===== src/rtl/tetris_pkg.sv =====
// Shared types and constants for the tetrimino display path.
package tetris_pkg;

  localparam int COORD_WIDTH = 5;
  localparam int BOARD_MAX   = 7;

  typedef logic [7:0][7:0]               matrix_t;
  typedef logic signed [COORD_WIDTH-1:0] coord_t;

  typedef enum logic {
    IDLE,
    PLACE
  } render_state_t;

endpackage


===== src/rtl/tetrimino_cell_mask.sv =====
// Combinational decode of one signed (x,y) cell into a one-hot 8x8 mask
// plus an out-of-bounds bit; the mask is all-zero for out-of-bounds cells.
module tetrimino_cell_mask
  import tetris_pkg::*;
#(
  parameter int COORD_W = COORD_WIDTH
) (
  input  logic signed [COORD_W-1:0] x,
  input  logic signed [COORD_W-1:0] y,
  output matrix_t                   mask,
  output logic                      oob
);

  localparam logic signed [COORD_W-1:0] MAX_C = COORD_W'(BOARD_MAX);

  // Full-width signed check so e.g. x=8 or x=-8 never aliases onto the board.
  assign oob = x[COORD_W-1] | (x > MAX_C) | y[COORD_W-1] | (y > MAX_C);

  for (genvar gi = 0; gi < 8; gi++) begin : g_row
    for (genvar gj = 0; gj < 8; gj++) begin : g_col
      assign mask[gi][gj] = ~oob & (x[2:0] == 3'(gj)) & (y[2:0] == 3'(gi));
    end
  end

endmodule


===== src/rtl/tetrimino_renderer.sv =====
// Rasterises NUM_CELLS signed cells into an 8x8 matrix, one cell per cycle,
// flagging collision/out-of-bounds/overlap. Option: RENDER_COMMIT_ON_OK_EN.
module tetrimino_renderer
  import tetris_pkg::*;
#(
  parameter int COORD_W   = COORD_WIDTH,
  parameter int NUM_CELLS = 4
) (
  input  logic                              clk,
  input  logic                              reset,
  input  logic                              start,
  input  logic [NUM_CELLS-1:0][COORD_W-1:0] cellX,
  input  logic [NUM_CELLS-1:0][COORD_W-1:0] cellY,
  input  matrix_t                           fixedMatrixIn,
  output matrix_t                           matrixOut,
  output logic                              busy,
  output logic                              done,
  output logic                              collision,
  output logic                              outOfBounds,
  output logic                              overlap,
  output logic                              ok
);

  localparam int IDX_W = (NUM_CELLS > 1) ? $clog2(NUM_CELLS) : 1;
  localparam logic [IDX_W-1:0] LAST_IDX = IDX_W'(NUM_CELLS - 1);

  render_state_t state_q, state_d;
  logic [IDX_W-1:0] idx_q, idx_d;
  logic [NUM_CELLS-1:0][COORD_W-1:0] cx_q, cx_d, cy_q, cy_d;
  matrix_t fixed_q, fixed_d, work_q, work_d, mat_q, mat_d;
  logic done_q, done_d, col_q, col_d, oob_q, oob_d, ovl_q, ovl_d, ok_q, ok_d;

  logic signed [COORD_W-1:0] cur_x, cur_y;
  matrix_t cell_mask;
  logic    cell_oob;
  logic    hit_work, hit_fixed;

  assign cur_x = $signed(cx_q[idx_q]);
  assign cur_y = $signed(cy_q[idx_q]);

  tetrimino_cell_mask #(
    .COORD_W(COORD_W)
  ) u_cell_mask (
    .x   (cur_x),
    .y   (cur_y),
    .mask(cell_mask),
    .oob (cell_oob)
  );

  assign hit_work  = |(cell_mask & work_q);
  assign hit_fixed = |(cell_mask & fixed_q);

  always_comb begin
    state_d = state_q;
    idx_d   = idx_q;
    cx_d    = cx_q;
    cy_d    = cy_q;
    fixed_d = fixed_q;
    work_d  = work_q;
    mat_d   = mat_q;
    done_d  = 1'b0;
    col_d   = col_q;
    oob_d   = oob_q;
    ovl_d   = ovl_q;
    ok_d    = ok_q;

    case (state_q)
      IDLE: begin
        if (start) begin
          cx_d    = cellX;
          cy_d    = cellY;
          fixed_d = fixedMatrixIn;
          work_d  = '0;
          col_d   = 1'b0;
          oob_d   = 1'b0;
          ovl_d   = 1'b0;
          idx_d   = '0;
          state_d = PLACE;
        end
      end
      PLACE: begin
        // Overlap takes priority over collision; both still draw the cell.
        if (cell_oob)       oob_d = 1'b1;
        else if (hit_work)  ovl_d = 1'b1;
        else if (hit_fixed) col_d = 1'b1;
        work_d = work_q | cell_mask;

        if (idx_q == LAST_IDX) begin
          ok_d    = ~(col_d | oob_d | ovl_d);
          done_d  = 1'b1;
          state_d = IDLE;
`ifdef RENDER_COMMIT_ON_OK_EN
          if (ok_d) mat_d = work_d;
`else
          mat_d = work_d;
`endif
        end else begin
          idx_d = idx_q + IDX_W'(1);
        end
      end
      default: state_d = IDLE;
    endcase
  end

  always_ff @(posedge clk) begin
    if (reset) begin
      state_q <= IDLE;
      idx_q   <= '0;
      cx_q    <= '0;
      cy_q    <= '0;
      fixed_q <= '0;
      work_q  <= '0;
      mat_q   <= '0;
      done_q  <= 1'b0;
      col_q   <= 1'b0;
      oob_q   <= 1'b0;
      ovl_q   <= 1'b0;
      ok_q    <= 1'b0;
    end else begin
      state_q <= state_d;
      idx_q   <= idx_d;
      cx_q    <= cx_d;
      cy_q    <= cy_d;
      fixed_q <= fixed_d;
      work_q  <= work_d;
      mat_q   <= mat_d;
      done_q  <= done_d;
      col_q   <= col_d;
      oob_q   <= oob_d;
      ovl_q   <= ovl_d;
      ok_q    <= ok_d;
    end
  end

  assign matrixOut   = mat_q;
  assign busy        = (state_q == PLACE);
  assign done        = done_q;
  assign collision   = col_q;
  assign outOfBounds = oob_q;
  assign overlap     = ovl_q;
  assign ok          = ok_q;

endmodule

===== config.mk =====
export PLATFORM = sky130hd
export DESIGN_NAME = tetrimino_renderer
export DESIGN_NICKNAME = d
export VERILOG_FILES = /design/src/rtl/tetris_pkg.sv /design/src/rtl/tetrimino_cell_mask.sv /design/src/rtl/tetrimino_renderer.sv
export SDC_FILE = /design/constraint.sdc
export NUM_CORES = 1
export LEC_CHECK = 0
export BUFFER_PORTS_ARGS = -buffer_cell sky130_fd_sc_hd__buf_2
export CAP_MARGIN = 30
export CORE_MARGIN = 5
export CORE_UTILIZATION = 36
export DETAILED_ROUTE_END_ITERATION = 6
export SLEW_MARGIN = 30
export SYNTH_ARGS = -nofsm -noshare
export SYNTH_HDL_FRONTEND = slang
export SYNTH_SLANG_ARGS = --single-unit

===== constraint.sdc =====
create_clock -name clk -period 2.75 [get_ports clk]
set_clock_uncertainty 0.05 [all_clocks]
set_input_delay 0 -clock clk [delete_from_list [all_inputs] [get_ports clk]]
set_output_delay 0 -clock clk [all_outputs]
set_load 0.05 [all_outputs]

==> qor.yml, run 1 <==
status: "finished with violations"
violations: "setup timing"
max_stage_delay_ps: 540
grt_pass1_wl_um: 58000
max_slew.worst_pin.slew_ps: 768
layout-drive-gt1-share: 0.268
floorplan.die.width_um: 178
async_flop_share: 0
num_antenna_cells: 0
fin_ws_ps: -162
antenna_found_initial: 0
power_leakage_nw: 5.85
crit_cells: 11
drt-vias-per-instance: 5.33
placed_area_mm2: 0.0121
synth_fp_nets: 1342
drtAntennaViolNets: 0
die-area_mm2: 0.0315
io_pins: 177
pwr-share-seq: 0.452
worstPathCellList: "buf_12 -> mux4_2 -> buf_12 -> buf_4 -> mux2_4 -> a22oi_2 -> nor3_2 -> a2111oi_2 -> and3_4 -> a31oi_1 -> o21ba_1"
cp-start-kind: "flop"
synthFlopType: "dfxtp_1"
place_hpwl_um: 24800
reg2reg_depth: 11
fin_cells: 1974
gp_congestion: 0.950
cts_tree: "built"
yosysUniqueCellTypes: 64
slew_viol_final: 0
dieHeight_um: 178
timing.rr.end: "overlap"
clkLatencyLatePin_ps: 540
syn_avg_cell_area_um2: 8.19
criticalPathCategory: "reg2reg"
crit_start: "idx_q[0]"
cp.arrival_ps: 3290
grt_use_total: 0.232
first_global_vias: 10100
dr.pass1.iters: 5
min_period_ps: 2910
cts-root-buf: "clkbuf_16"
power.share.switching: 0.256
vdd_drop_max_mv: 0.374
multi_input_area_mm2: 0.00518
syn_area_mm2: 0.0101
stdcell_area_mm2: 0.0145
power.internal_mw: 6.01
finalHoldViolations: 0
synth_edf_count: 0
via_count: 10500
grt_start_max_net_pins: 174
path_buf_inv: 3
htree_levels: 1
cts-buffers-inserted: 26
path_max_fanout: 7
pwr-share-comb: 0.147
start_util: 0.364
endpoint: "overlap"
power_switching_mw: 2.07
rows: 61
rsz0062_at_grt: "yes"
cts_max_path_buffers: 3
core_area_mm2: 0.0278
post-route-period-util: 1.06
crit_slowest_cell: "mux4_2"
holdCritPathClass: "in2reg"
cp_top_family: "multiplexers"
place_ws_ps: -404
placed_cells: 1799
nFillCells: 2674
rr_startpoint: "idx_q[0]"
fmax_ghz: 0.343
fin_nets: 1692
areaGrowthSynthToFinish_pct: 43.3
seqCellArea_mm2: 0.00481
clk_pin_slew_ps: 60
ys_ff_latch: 240
slew_headroom: 0.488
syn_inst: 1234
grt_overflow: 0
cap_violations: 0
postRouteWirelength_um: 38300
io_buffer_count: 176
drc: 0
required_ps: 3130
drtIter0Drc: 828
finalSetupViolations: 3
critPathCaptureType: "flop"
wl_per_cell_um: 19.4
yosysWarnings: 0
synth-seq-area-share: 0.475
cpMostUsedCell: "buf_12"
clock_power_share: 0.402
power.density_mw_per_mm2: 558
hold_path_startpoint: "reset"
r2r_slack_ps: -160
clock-sinks: 240
## worst reg2reg max path: stages (launching register included)
cell and delay, ps:
dfxtp_4 380, buf_12 120, mux4_2 540, buf_12 180, buf_4 160, mux2_4 310
a22oi_2 160, nor3_2 70, a2111oi_2 290, and3_4 270, a31oi_1 90, o21ba_1 200
## cells in the final DEF (no fill, tap or decap), types with 4 or more instances in the layout
| cell | netlist | layout |
|---|---|---|
| dfxtp_1 | 240 | 238 |
| nand2_1 | 223 | 221 |
| buf_2 | 11 | 175 |
| a21oi_1 | 167 | 166 |
| nor2_1 | 153 | 148 |
| buf_4 | 4 | 120 |
| dlygate4sd3_1 | 0 | 105 |
| nor3_1 | 85 | 77 |
| a211oi_1 | 53 | 49 |
| clkbuf_16 | 0 | 27 |
| mux2i_1 | 26 | 22 |
| nand4_1 | 16 | 16 |
| buf_12 | 0 | 13 |
| o21ai_0 | 15 | 12 |
| buf_6 | 4 | 11 |
| a31oi_1 | 10 | 10 |
| and3_1 | 13 | 10 |
| mux4_2 | 7 | 9 |
| mux2_2 | 9 | 9 |
| nand3_1 | 9 | 9 |
| nor3_2 | 1 | 7 |
| nand3b_1 | 6 | 6 |
| clkbuf_1 | 82 | 6 |
| nor4_1 | 6 | 5 |
| a32o_1 | 5 | 5 |
| o211ai_1 | 5 | 5 |
| clkbuf_8 | 0 | 5 |
| mux2i_4 | 0 | 4 |
| nor2_2 | 1 | 4 |
| a211oi_2 | 0 | 4 |
| and3b_1 | 4 | 4 |
| a32oi_1 | 4 | 4 |
| nor3b_1 | 6 | 4 |
| a311oi_1 | 5 | 4 |
## Yosys cell counts (all sizes together) (2+ instances only)
cell type / instances / area (µm²)
nor2: 154 / 581
mux4: 7 / 158
nor3: 86 / 435
a22o: 3 / 26.3
o22ai: 4 / 25.0
a32o: 5 / 50.1
and3b: 4 / 35.0
a32oi: 4 / 35.0
and3: 13 / 81.3
nand3b: 6 / 45.0
nand2: 223 / 837
nor4: 6 / 37.5
nor4b: 2 / 17.5
inv: 2 / 7.51
a311oi: 5 / 43.8
a211o: 2 / 17.5
mux2: 13 / 154
dfxtp: 240 / 4800
o21ai: 15 / 75.1
and2: 3 / 18.8
o211ai: 5 / 37.5
nand4: 16 / 100
a22oi: 3 / 22.5
nand3: 9 / 45.0
mux2i: 27 / 274
a31oi: 10 / 62.6
a2111oi: 3 / 45.0
a41oi: 3 / 26.3
nor2b: 3 / 18.8
clkbuf: 82 / 308
buf: 25 / 175
a21oi: 167 / 836
and4: 3 / 26.3
or3b: 2 / 17.5
nor3b: 7 / 57.6
a211oi: 53 / 398
o2111ai: 3 / 26.3
## through the flow
| step | setup TNS, ps | utilization | power (mW) | hold slack (ps) |
|---|---|---|---|---|
| after floorplan | 0 | - | 4.20 | 86.0 |
| after global placement | -642 | 0.434 | 4.64 | 194 |
| after detailed placement | -1010 | 0.434 | 4.65 | 198 |
| after CTS | -299 | 0.508 | 8.02 | 91.6 |
| after global routing | -1010 | 0.521 | 8.37 | 135 |
| final | -482 | 0.521 | 8.08 | 73.8 |
## sequential cells by signal (all words and copies together) (netlist names)
signal and count:
matrixOut 64, fixed_q 64, overlap 1, idx_q 2, cx_q 20, done 1
outOfBounds 1, collision 1, cy_q 20, ok 1, work_q 64, busy 1
## cell families (layout without fill, tap and decap cells)
| family | Yosys count | in the layout | share of synthesized area |
|---|---|---|---|
| muxes | 47 | 50 | 0.0579 |
| adders and majority gates | 1 | 1 | 0.00124 |
| buffers and inverters | 110 | 469 | 0.0489 |
| DFF | 240 | 240 | 0.475 |
| and+or+nand+nor | 541 | 541 | 0.236 |
| AOI/OAI and AO/OA | 295 | 295 | 0.181 |
## what timing repair did
action / in CTS / in global routing
endpoints found under the hold margin: 105 / 0
gates cloned: 3 / 2
endpoints found under the setup margin: 7 / 60
hold buffers: 105 / 0
buffers inserted: 8 / 17
resized for setup: 25 / 48
pin swaps: 10 / 24
## layout make-up
cell class | count | share of cell area
Tap cell | 378 | 0.0326
Inverter | 3 | 0.000777
Multi-Input combinational cell | 887 | 0.357
Clock inverter | 2 | 0.000864
Sequential cell | 240 | 0.332
Timing Repair Buffer | 426 | 0.223
Clock buffer | 38 | 0.0529
## layer usage
| metal | wire [µm] | global-route usage | vias up |
|---|---|---|---|
| li1 | - | - | 5054 |
| met1 | 16000 | 0.309 | 4934 |
| met4 | 1410 | 0.0764 | 0 |
| met3 | 2790 | 0.0356 | 99 |
| met2 | 18100 | 0.388 | 431 |
| met5 | 0 | 0 | - |
## worst min-delay path by stage
stage	to	cells after the start	slack [ps]
final	fixed_q[45]	3	70
after global routing	fixed_q[43]	3	130
after CTS	matrixOut[8]	3	90
after detailed placement	fixed_q[21]	3	200
after global placement	cy_q[18]	3	190
after floorplan	cx_q[18]	2	90
## power groups by stage
stage	clock, mW	sequential, mW	combinational [mW]
CTS	3.29	3.65	1.09
global placement	0	3.72	0.922
finish	3.25	3.65	1.18
floorplan	0	3.71	0.495
global route	3.45	3.66	1.26
detailed placement	0	3.72	0.929
Power figures use the tool's default switching activity.
==> run 2, diff against run 1 <==
- ABC_AREA: default -> 1
- PLACE_DENSITY: default -> 0.66
==> run 2 against run 1 <==
The run now ends clean. Power rose by 5.0%. Largest power group is now the clock network. Highest routed layer is now met5. Die area is 1.5% higher. Critical path depth up 9. Final area down 6.2%. Combinational power is 10% lower.
==> qor.yml, run 2 <==
clk_pin_slew_ps: 60
syn_area_mm2: 0.0103
power_leakage_nw: 5.88
grt_start_max_net_pins: 82
slew_headroom: 0.538
yosysWarnings: 0
synthTopCellsByArea: "dfxtp_1, nor2_1, o21ai_0"
drt-vias-per-instance: 5.07
start_util: 0.367
htree_levels: 1
cap_violations: 0
drtAntennaViolNets: 0
rows: 61
yosysUniqueCellTypes: 26
holdCritPathClass: "in2reg"
syn_avg_cell_area_um2: 7.34
io_pins: 177
dieHeight_um: 179
synth_fp_nets: 1506
rsz0062_at_grt: "no"
synth_top_area_cell: "dfxtp_1"
finalHoldViolations: 0
criticalPathCategory: "reg2reg"
fin_nets: 1756
postRouteWirelength_um: 33200
worstPathCellList: "buf_4 -> buf_4 -> nand2_1 -> nand3_1 -> nand2_2 -> nand3_2 -> nor2_4 -> buf_4 -> nand3_1 -> nand2_1 -> nor2_1 -> nand2_1 -> nor2_1 -> nand2_1 -> nor2_4 -> nand2_2 -> nand2_1 -> nor2_1 -> nor2_1 -> nor2_1"
dr.pass1.iters: 5
core_area_mm2: 0.0279
critPathCaptureType: "flop"
max_slew.worst_pin.slew_ps: 692
syn_inst: 1398
num_antenna_cells: 0
cp-start-kind: "flop"
cts_tree: "built"
clkLatencyLatePin_ps: 540
r2r_slack_ps: 210
fmax_ghz: 0.393
status: "finished clean"
path_buf_inv: 3
via_count: 10400
die-area_mm2: 0.0320
crit_slowest_cell: "dfxtp_2"
clock-sinks: 240
synth_top_cell_area_share: 0.468
wl_per_cell_um: 16.2
slew_viol_final: 0
min_period_ps: 2540
antenna_found_initial: 1
vdd_drop_max_mv: 0.387
floorplan.die.width_um: 179
mostFrequentLayoutCells: "nor2_1, dfxtp_1, o21ai_0"
drtIter0Drc: 810
cts-root-buf: "clkbuf_16"
finalSetupViolations: 0
ys_ff_latch: 240
first_global_vias: 9858
async_flop_share: 0
gp_congestion: 0.869
path_max_fanout: 13
yosysMostFrequentCell: "nor2_1"
synth_edf_count: 0
power.density_mw_per_mm2: 624
post-route-period-util: 0.924
required_ps: 3110
synth-seq-area-share: 0.468
synthFlopType: "dfxtp_1"
cp_top_family: "simple AND/OR/NAND/NOR gates"
drc: 0
max_stage_delay_ps: 390
io_buffer_count: 176
cts-buffers-inserted: 27
cts_max_path_buffers: 3
final_common_cell: "nor2_1"
layout-drive-gt1-share: 0.193
grt_overflow: 0
synth_common_cells: "nor2_1, dfxtp_1, o21ai_0"
power.total_mw: 8.49
grt_use_total: 0.200
areaGrowthSynthToFinish_pct: 32.5
cp.arrival_ps: 2900
place_hpwl_um: 21700
tns_ps: 0
grt_pass1_wl_um: 51700
run 2: cell count changes after synthesis, sizes merged, moves of 27 or more:
cell,delta
o21ai,+203
nor3,-86
inv,+69
mux2i,-27
a211oi,-53
a21oi,-91
nand2,-84
nand3,+195
nor2,+156
run 2: stage by stage:
step / hold WS [ps] / setup WS, ps / area [µm²] / cells / util
after global routing: 189 / 16.5 / 13600 / 2044 / 0.487
after global placement: 174 / 97.3 / 11600 / 1888 / 0.414
after detailed placement: 178 / 8.47 / 11600 / 1888 / 0.414
after CTS: 159 / 0.0180 / 13500 / 2040 / 0.485
after floorplan: 19.1 / 674 / 10300 / 1398 / -
final: 174 / 208 / 13600 / 2044 / 0.487
run 2: repair_timing:
item / CTS / global route
buffers inserted: 0 / 2
setup endpoints to repair: 1 / 3
endpoints found under the hold margin: 121 / 0
hold buffers: 105 / 0
gates cloned: 0 / 2
pin swaps: 0 / 4
gates resized for setup: 1 / 3
run 2: area by class of cell:
| cell class | count | area (µm²) |
|---|---|---|
| repair buffers | 323 | 2400 |
| multi-input cells | 985 | 4720 |
| flip-flops and latches | 240 | 4810 |
| clock inverters | 4 | 98.8 |
| well taps | 378 | 473 |
| clock buffers | 43 | 826 |
| fillers | 2748 | 14300 |
| inverters | 71 | 273 |
run 2: path summary, 6_finish.rpt:
kind | start | endpoint | depth (start not counted)
max | idx_q[0] | ok | 20
min | fixedMatrixIn[40] | fixed_q[40] | 4
max reg2reg | idx_q[0] | ok | 20
min reg2reg | cy_q[12] | cy_q[12] | 2
run 2: logic make-up (layout without fill, tap and decap cells):
group                    after synthesis  in the layout  share of synthesized area
buffers and inverters                175            441                     0.0761
adder cells (fa/ha/maj)                1              1                    0.00122
AND/OR/NAND/NOR                      664            666                      0.294
flip-flops                           240            240                      0.468
AO/OA/AOI/OAI                        318            318                      0.161
run 2: where the power goes:
group / switching [mW] / internal (mW) / total, mW
sequential: 0.0901 / 3.62 / 3.71
clock: 1.40 / 2.32 / 3.72
combinational: 0.661 / 0.398 / 1.06
run 2: worst register-to-register path: stages (launching register included):
cell and delay (ps):
dfxtp_2 390, buf_4 190, buf_4 150, nand2_1 70, nand3_1 100, nand2_2 100, nand3_2 120, nor2_4 50
buf_4 190, nand3_1 90, nand2_1 90, nor2_1 190, nand2_1 70, nor2_1 80, nand2_1 90, nor2_4 120
nand2_2 70, nand2_1 50, nor2_1 40, nor2_1 80, nor2_1 50
run 2: per-layer routing:
layer | share of wire | GRT usage | vias up
met5 | 0.00021 | 0 | -
met4 | 0.027 | 0.0556 | 2
met3 | 0.082 | 0.0447 | 70
met2 | 0.45 | 0.319 | 385
met1 | 0.44 | 0.271 | 4758
li1 | - | - | 5149
